===== src/rtl/lot_occupancy_counter.sv =====
// rtl/lot_occupancy_counter.sv - gate direction FSM with saturating occupancy count and enter/exit pulses
// Optional macro LOT_SENSOR_SYNC_EN adds a two-flop synchronizer on each sensor.
module lot_occupancy_counter #(
   parameter int CAPACITY = 16
) (
   input  logic       clk,
   input  logic       reset,
   input  logic       a,
   input  logic       b,
   output logic [4:0] count,
   output logic       enter,
   output logic       exit,
   output logic       full,
   output logic       empty
);

   generate
      if (CAPACITY > 31 || CAPACITY < 1) begin : g_bad_capacity
         $error("lot_occupancy_counter: CAPACITY must be in 1..31");
      end
   endgenerate

   localparam logic [4:0] CAP = 5'(CAPACITY);

   typedef enum logic [2:0] {
      CLEAR, IDLE, E1, E2, E3, X1, X2, X3
   } state_t;

   state_t     state, state_next;
   logic [1:0] ab;
   logic       fire_enter, fire_exit;

`ifdef LOT_SENSOR_SYNC_EN
   logic [1:0] a_sync, b_sync;

   always_ff @(posedge clk) begin
      if (reset) begin
         a_sync <= 2'b00;
         b_sync <= 2'b00;
      end else begin
         a_sync <= {a_sync[0], a};
         b_sync <= {b_sync[0], b};
      end
   end

   assign ab = {a_sync[1], b_sync[1]};
`else
   assign ab = {a, b};
`endif

   // Any sensor pattern that skips a step parks the FSM in CLEAR until the gate is empty.
   always_comb begin
      state_next = state;
      fire_enter = 1'b0;
      fire_exit  = 1'b0;
      case (state)
         CLEAR: if (ab == 2'b00) state_next = IDLE;
         IDLE:
            case (ab)
               2'b10:   state_next = E1;
               2'b01:   state_next = X1;
               2'b11:   state_next = CLEAR;
               default: state_next = IDLE;
            endcase
         E1:
            case (ab)
               2'b11:   state_next = E2;
               2'b00:   state_next = IDLE;
               2'b01:   state_next = CLEAR;
               default: state_next = E1;
            endcase
         E2:
            case (ab)
               2'b01:   state_next = E3;
               2'b10:   state_next = E1;
               2'b00:   state_next = CLEAR;
               default: state_next = E2;
            endcase
         E3:
            case (ab)
               2'b00: begin
                  state_next = IDLE;
                  fire_enter = 1'b1;
               end
               2'b11:   state_next = E2;
               2'b10:   state_next = CLEAR;
               default: state_next = E3;
            endcase
         X1:
            case (ab)
               2'b11:   state_next = X2;
               2'b00:   state_next = IDLE;
               2'b10:   state_next = CLEAR;
               default: state_next = X1;
            endcase
         X2:
            case (ab)
               2'b10:   state_next = X3;
               2'b01:   state_next = X1;
               2'b00:   state_next = CLEAR;
               default: state_next = X2;
            endcase
         X3:
            case (ab)
               2'b00: begin
                  state_next = IDLE;
                  fire_exit  = 1'b1;
               end
               2'b11:   state_next = X2;
               2'b01:   state_next = CLEAR;
               default: state_next = X3;
            endcase
         default: state_next = CLEAR;
      endcase
   end

   always_ff @(posedge clk) begin
      if (reset) begin
         state <= CLEAR;
         count <= 5'd0;
         enter <= 1'b0;
         exit  <= 1'b0;
      end else begin
         state <= state_next;
         enter <= fire_enter;
         exit  <= fire_exit;
         // Pulses fire even when saturated; only the count holds.
         if (fire_enter && count != CAP)
            count <= count + 5'd1;
         else if (fire_exit && count != 5'd0)
            count <= count - 5'd1;
      end
   end

   assign full  = (count == CAP);
   assign empty = (count == 5'd0);

endmodule


===== config.mk =====
export PLATFORM = sky130hd
export DESIGN_NAME = lot_occupancy_counter
export DESIGN_NICKNAME = d
export VERILOG_FILES = /design/src/rtl/lot_occupancy_counter.sv
export SDC_FILE = /design/constraint.sdc
export NUM_CORES = 1
export LEC_CHECK = 0
export CORE_MARGIN = 2
export CORE_UTILIZATION = 35
export CTS_BUF_LIST = sky130_fd_sc_hd__clkbuf_16
export DETAILED_ROUTE_END_ITERATION = 12
export SLEW_MARGIN = 15
export SYNTH_ARGS = -nofsm -noshare
export SYNTH_HDL_FRONTEND = slang
export SYNTH_SLANG_ARGS = --single-unit

===== constraint.sdc =====
create_clock -name clk -period 7.49 [get_ports clk]
set_clock_uncertainty 0.2 [all_clocks]
set_input_delay 1.498 -clock clk [delete_from_list [all_inputs] [get_ports clk]]
set_output_delay 1.498 -clock clk [all_outputs]
set_load 0.05 [all_outputs]

==> Yosys cells after proc, flatten, opt, wreduce, memory -nomap -nowiden <==
Index checks and enable logic that the tools add are counted.
{ "word_totals": {"reg_bits": 10} }
{ "op_classes": {"addsub": 2, "n_eq_ne": 13, "muxes": 14, "reduce_logical": 7} }
{ "op_table": {"columns": ["operator", "count"], "rows": [
  ["$pmux W3 S3", 6],
  ["$pmux W3 S8", 1],
  ["$eq A3 B3 Y1 const B", 4],
  ["$mux W5", 2],
  ["$eq A3 B2 Y1 const B", 2],
  ["$pmux W2 S3", 1],
  ["$add A5 B1 Y5 const B", 1],
  ["$eq A5 B5 Y1 const B", 1],
  ["$logic_not A5 Y1", 1],
  ["$ne A5 B5 Y1 const B", 1],
  ["$reduce_bool A5 Y1", 1],
  ["$sub A5 B1 Y5 const B", 1],
  ["$eq A2 B2 Y1 const B", 2],
  ["$eq A3 B1 Y1 const B", 1],
  ["$logic_not A3 Y1", 1],
  ["$mux W1", 3],
  ["$mux W3", 1],
  ["$eq A2 B1 Y1 const B", 1],
  ["$logic_and A1 B1 Y1", 2],
  ["$logic_not A2 Y1", 1],
  ["$ne A2 B2 Y1 const B", 1],
  ["$reduce_bool A2 Y1", 1]
]} }

==> Logic depth before layout (Yosys ltp) <==
Gate-level depths: netlist of the first run.
{ "logic_depth": {"word_depth": 6, "mapped_depth": 10} }

==> Worst setup path after synthesis of the first run <==
Ideal clock, no wire load.
{ "synth_path": {"path_type": "input to register", "from": "input a", "to": "register count[4]", "setup_time_ns": 0.127, "t_arrival_ns": 3.469, "t_required_ns": 7.163, "path_slack_ns": 3.694, "cell_stages": 10, "path_buffers": 0, "path_cell_list": "inv_1 ha_1 nand4bb_1 a21oi_1 inv_1 fa_1 a21o_1 a21oi_1 mux4_2 nor2b_4"} }
{ "synth_between": {"elab_chain_cells": 5, "elab_cells_between_ends": 8} }
{ "synth_rtl": {"columns": ["item", "line", "rtl"], "rows": [
  ["from (decl)", "8", "input logic a,"],
  ["$logic_not A2 Y1 (*)", "80, 104", null],
  ["$mux W1 (*)", "80, 104", null],
  ["$mux W1", "56", "case (state)"],
  ["$logic_and A1 B1 Y1, on equally long branches", "128, 130", null],
  ["$mux W5 / $reduce_bool A2 Y1 (equally long branches)", null, null],
  ["to (signal assigned)", "129", "count <= count + 5'd1;"],
  ["to (signal assigned)", "131", "count <= count - 5'd1;"],
  ["to (decl)", "10", "output logic [4:0] count,"]
]} }
Mark *: on every way between the ends. The rest lies on a longest branch, timed or not.
A chain may end at the register's enable or synchronous reset.

==> Worst setup path after layout of the first run <==
Ends and elaborated chain as after synthesis.

==> summary.md, run 1 <==
| Metric | Value |
|---|---|
| Status | `completed` |
| Gr busiest metal | `met2` |
| CTS tree | `done` |
| Worst Hold Class | `register to register` |
| CP required | `7.41 ns` |
| Leak Pwr | `0.3882 nW` |
| Initial antenna violation count | `0` |
| P&R area growth vs syn | `27.17%` |
| Rows | `17` |
| Crit Path Category | `primary input to register` |
| RSZ-0062 raised after global routing | `false` |
| # DRC | `0` |
| Final Setup Violations | `0` |
| Overall power | `0.0001736 W` |
| Post-CTS Resized | `0` |
| Compound-gate portion of the synthesized area | `23.91%` |
| Final Hold Viols | `0` |
| Largest net degree at the start of global routing | `15` |
| Grt met3 use | `3.448%` |
| Unique masters post-synth | `33` |
| Share of layout cells above drive strength 1 | `9.615%` |
| Post-synth ARST share | `0%` |
| Arr. time, crit path | `4.32 ns` |
| GRT met2 Usage | `25.95%` |
| I/O Buffers | `12` |
| Post-Synth Simple-Gate Area | `21.43%` |
| CORE AREA | `0.002191 mm2` |
| Die ar. | `0.002702 mm2` |
| Worst Tran Pin Value | `0.4946 ns` |
| Commonest non-fill, non-tap cell in the layout | `clkdlybuf4s50_1` |
| Ys flop type | `dfxtp_1` |
| Grt total ovfl | `0` |
| Mean Syn Cell Area | `8.855 um2` |
| Detailed Route WL | `1627 um` |
| GR Util All Layers | `14.36%` |
| Setup_tns | `0 ns` |
| Post-synth EDFFs | `0` |
| Multi-input logic area | `564.3 um2` |
| Cell area power density | `169.4 mW/mm2` |
| Fill cell count | `221` |
| Routed WL per cell | `12.33 um` |
| Synth top area share | `24.84%` |
| Synth top area cells | `dfxtp_1, ha_1, a21oi_1` |
| Total setup buffers inserted after CTS | `0` |
| Number of global-route vias before repair | `694` |
| Mapped Area | `805.8 um2` |
| Cts hold-fix bufs | `0` |
| Dominant cell type by area after synthesis | `dfxtp_1` |
| Yosys reg bits | `10` |
| Crit path capture type | `register` |
| Sequential cell area | `200.2 um2` |
| Num CTS Buffers | `3` |
| Warnings, synthesis | `0` |
| Slew HR | `66.92%` |
| DRT antenna net count | `0` |
| Worst path setup slack after routing | `3.088 ns` |
| Later-pin clock latency in the skew report | `0.24 ns` |
| Drt pass-1 iters | `4` |
| VDD IR-drop max | `0.1002 mV` |
| Max Slew Vio Count | `0` |
| CTS max path bufs | `2` |
| Synth Area in XOR/XNOR | `1.087%` |
| Die Wd | `51.98 um` |
| Fin nets | `121` |
| Crit start category | `primary input` |
| Mux cell area share after synthesis | `4.037%` |
| Vias | `718` |
| Reg clk slew, reported paths | `0.04 ns` |
| Syn_nets | `107` |
| Clock sink total | `10` |
| Period minus WS final | `4.402 ns` |
| Ant diodes | `0` |
| Met1 Track Usage GR | `16.11%` |
| IO Count | `13` |
| Max frequency | `227.2 MHz` |
| Post-place setup slack | `2.839 ns` |
| Via density | `5.439` |
| Largest family of logic cells by synthesized area | `compound AO/OA/AOI/OAI gates` |
| Initial drt markers | `15` |
| Syn Inst Count | `91` |
| Global placement routability congestion | `0.7674` |
| Die Ht | `51.98 um` |
| H-tree depth | `1` |
| First-pass GRT wire length | `2884 um` |
| Tcrit/Tclk final | `58.77%` |
| Seq/Total Area, Yosys | `24.84%` |
| CP max FO | `9` |
| Starting density of the core | `36.78%` |
| Root buffer cell | `clkbuf_16` |
| Max Cap Violations | `0` |
| Most frequent cells in the layout | `clkdlybuf4s50_1, ha_1, a21oi_1, dfxtp_1` |
| Detailed placement HPWL | `1244 um` |
| Synth Area in Adders | `19.57%` |
through the flow:
step                utilization (%)  area, um2  hold WS (ns)  std cells
floorplan                         -      805.8        0.3034         91
global placement              43.18      945.9        0.3626        128
detailed placement            43.18      945.9        0.3723        128
CTS                           46.77       1025        0.3806        132
global route                  46.77       1025        0.3983        132
finish                        46.77       1025        0.3616        132
worst max-delay path, stage by stage:
cell and delay [ns]:
clkdlybuf4s50_1 0.49, inv_1 0.17, ha_1 0.26, nand4bb_1 0.16, a21oi_1 0.28, inv_1 0.22, fa_1 0.44, a21o_1 0.17
a21oi_1 0.17, mux4_2 0.32, nor2b_4 0.13
path summary, 6_finish.rpt:
check	start	to	slack, ns	cells past startpoint
setup / recovery	a	count[4]	3.09	11
hold / removal	count[3]	count[3]	0.36	2
setup reg to reg	state[2]	count[4]	4.69	8
hold reg to reg	count[3]	count[3]	0.36	2
synth_stat cells (2+ instances only):
cell type	count
ha_1	11
a21oi_1	10
dfxtp_1	10
inv_1	7
nor2_1	7
o21ai_0	6
nand2b_1	5
a211oi_1	3
nand3_1	3
nor3_1	3
a21o_1	2
a21o_2	2
clkbuf_1	2
kinds of logic (layout without fill, tap and decap cells):
logic type      after synthesis  in the layout
mux                           2              2
simple gates                 26             26
xor+xnor                      1              1
compound gates               30             30
fa+ha+maj                    12             12
buf+inv                      10             23
flops                        10             10
layout make-up:
| cell class | instances | share of cell area [%] |
|---|---|---|
| inverters | 7 | 2.564 |
| well taps | 28 | 3.419 |
| clock buffers | 3 | 7.326 |
| repair buffers | 12 | 11.72 |
| flip-flops and latches | 10 | 19.54 |
| clock inverters | 1 | 0.3663 |
| multi-input cells | 71 | 55.07 |
power breakdown:
part | switching, W | internal [W]
clock network | 0.0000252 | 0.0000700
registers | 0.00000363 | 0.0000550
logic | 0.0000102 | 0.00000957
per-layer routing:
metal  vias up  wire length (um)
met5         -                 0
met4         0                10
li1        362                 -
met3         2                56
met2        14               855
met1       340               705
flip-flops by register name (all words and copies together), names as in the netlist:
register and flops:
count 5, exit 1, state 3, enter 1
(Power assumes the default switching activity.)
==> inputs of run 2 (changes only) <==
==> constraint.sdc (replaced) <==
create_clock -name clk -period 4.1 [get_ports clk]
set_clock_uncertainty 0.2 [all_clocks]
set_input_delay 0.82 -clock clk [delete_from_list [all_inputs] [get_ports clk]]
set_output_delay 0.82 -clock clk [all_outputs]
set_load 0.05 [all_outputs]
==> run 2 against run 1 <==
Against the previous run:
- non-clock buffer count unchanged
- via count down 2.9%
- largest cell class unchanged
- sequential cell count unchanged
- critical path depth unchanged
- critical endpoint unchanged
- global-route usage up 0.28 points
- die area unchanged
- first-iteration DRC count down 20%
- largest power group unchanged
- utilization unchanged
- critical path type unchanged
- sequential share of layout area unchanged
- total power up 83%
- hold slack better by 0.0013 ns
- combinational power up 80%
==> summary.md, run 2 (same netlist as run 1, synthesis figures left out) <==
| Metric | Value |
|---|---|
| Status | `completed` |
| Detailed placement HPWL | `1253 um (+0.71%)` |
| Setup_tns | `0 ns (unchanged)` |
| Leak Pwr | `0.3882 nW (unchanged)` |
| Slew HR | `67.09% (+0.17 points)` |
| Final Hold Viols | `0 (unchanged)` |
| VDD IR-drop max | `0.1527 mV (+52%)` |
| Max reg flops | `5 (unchanged)` |
| Ant diodes | `0 (unchanged)` |
| Post-CTS Resized | `0 (unchanged)` |
| Initial drt markers | `12 (-3)` |
| Grt total ovfl | `0 (unchanged)` |
| Via density | `5.280 (-2.9%)` |
| Worst Tran Pin Value | `0.4921 ns (-0.002541 ns)` |
| Multi-input logic area | `564.3 um2 (unchanged)` |
| Crit Path Category | `primary input to register` |
| Clock sink total | `10 (unchanged)` |
| Worst Hold Class | `register to register` |
| CORE AREA | `0.002191 mm2 (unchanged)` |
| Die Ht | `51.98 um (unchanged)` |
| Die Wd | `51.98 um (unchanged)` |
| Share of layout cells above drive strength 1 | `9.615% (unchanged)` |
| Detailed Route WL | `1641 um (+0.86%)` |
| Cts hold-fix bufs | `0 (unchanged)` |
| Total setup buffers inserted after CTS | `0 (unchanged)` |
| Reg clk slew, reported paths | `0.04 ns (about the same)` |
| Most frequent cells in the layout | `clkdlybuf4s50_1, ha_1, a21oi_1, dfxtp_1` |
| GR Util All Layers | `14.64% (+0.28 points)` |
| Commonest non-fill, non-tap cell in the layout | `clkdlybuf4s50_1` |
| Initial antenna violation count | `0 (unchanged)` |
| Sequential cell area | `200.2 um2 (unchanged)` |
| Max Slew Vio Count | `0 (unchanged)` |
| DRT antenna net count | `0 (unchanged)` |
| Slowest cell on crit path | `clkdlybuf4s50_1` |
| Fill cell count | `206 (-6.8%)` |
| Tcrit/Tclk final | `90.28%` |
| Largest stage delay on the critical path | `0.49 ns (about the same)` |
| Setup slack, reg-to-reg | `1.33 ns (-3.36 ns)` |
| Largest net degree at the start of global routing | `15 (unchanged)` |
| CTS max path bufs | `2 (unchanged)` |
| Final cell count without fillers | `132 (unchanged)` |
| Max frequency | `270.2 MHz` |
| Crit start category | `primary input` |
| Global placement routability congestion | `0.8372 (+9.1%)` |
| Critical Path, Cell by Cell | `clkdlybuf4s50_1, inv_1, ha_1, nand4bb_1, a21oi_1, inv_1, fa_1, a21o_1, a21oi_1, mux4_2, nor2b_4` |
| Period minus WS final | `3.702 ns` |
| Register name with the most flops | `count` |
| Drt pass-1 iters | `4 (unchanged)` |
| CP required | `4.02 ns (-3.39 ns)` |
| IO Count | `13 (unchanged)` |
| P&R area growth vs syn | `27.17% (unchanged)` |
| Vias | `697 (-2.9%)` |
| Starting density of the core | `36.78% (unchanged)` |
| CTS tree | `done` |
| Rows | `17 (unchanged)` |
| Die ar. | `0.002702 mm2 (unchanged)` |
| CP max FO | `9 (unchanged)` |
| Number of global-route vias before repair | `667 (-3.9%)` |
| # DRC | `0 (unchanged)` |
| Cell area power density | `309.4 mW/mm2 (+83%)` |
| Arr. time, crit path | `3.62 ns (-0.70 ns)` |
| Regs by FF count | `count: 5 flops, state: 3 flops` |
| Max Cap Violations | `0 (unchanged)` |
| Fin nets | `121 (unchanged)` |
| Final Setup Violations | `0 (unchanged)` |
| First-pass GRT wire length | `2939 um (+1.9%)` |
| H-tree depth | `1 (unchanged)` |
| Crit path capture type | `register` |
| Routed WL per cell | `12.43 um (+0.86%)` |
| Num CTS Buffers | `3 (unchanged)` |
| Placed Cells | `128 (unchanged)` |
| RSZ-0062 raised after global routing | `false` |
| Root buffer cell | `clkbuf_16` |
| I/O Buffers | `12 (unchanged)` |
| Later-pin clock latency in the skew report | `0.24 ns (about the same)` |
[run 2: cell counts in the layout (fill, tap and decap cells not counted)]
No cell type changed its count.
[run 2: critical path: cells and delay by family]
kind,cells,cell delay [ns]
AND/OR/NAND/NOR,2,0.29
buffers and inverters,3,0.87
AO/OA/AOI/OAI,3,0.61
multiplexers,1,0.31
adder cells (fa/ha/maj),2,0.71
[run 2: metrics by stage]
step / worst slack [ns] / area (um2) / hold slack (ns) / total power (W) / utilization (%)
floorplan: 0.9822 / 805.8 / 0.3034 / 0.0001343 / -
global placement: 0.1829 / 945.9 / 0.3613 / 0.0001446 / 43.18
detailed placement: 0.1302 / 945.9 / 0.3753 / 0.0001447 / 43.18
CTS: 0.3665 / 1025 / 0.3808 / 0.0003183 / 46.77
global route: 0.1970 / 1025 / 0.4064 / 0.0003326 / 46.77
finish: 0.3984 / 1025 / 0.3628 / 0.0003171 / 46.77
[run 2: final timing paths]
path / from / endpoint / cells after the start
worst max-delay path: a / count[4] / 11
worst max register to register: state[2] / count[4] / 8
worst min-delay path: count[3] / count[3] / 2
worst min register to register: count[3] / count[3] / 2
[run 2: where the power goes]
group	switching (W)	total, W	leakage, nW	internal [W]
Sequential	0.00000705	0.000107	0.0809	0.000100
Clock	0.0000461	0.000174	0.0385	0.000128
Combinational	0.0000182	0.0000356	0.269	0.0000174
[run 2: cell type report]
type / instances / share of cell area, %
clock buffer: 3 / 7.326
timing repair buffer: 12 / 11.72
inverter: 7 / 2.564
multi-input combinational: 71 / 55.07
clock inverter: 1 / 0.3663
tap: 28 / 3.419
sequential: 10 / 19.54
[run 2: routing by layer]
| layer | vias up | global-route usage [%] | wire (um) |
|---|---|---|---|
| met2 | 17 | 23.21 | 817 |
| li1 | 359 | - | - |
| met5 | - | 0 | 0 |
| met1 | 316 | 17.96 | 731 |
| met3 | 5 | 2.874 | 54 |
| met4 | 0 | 9.211 | 38 |
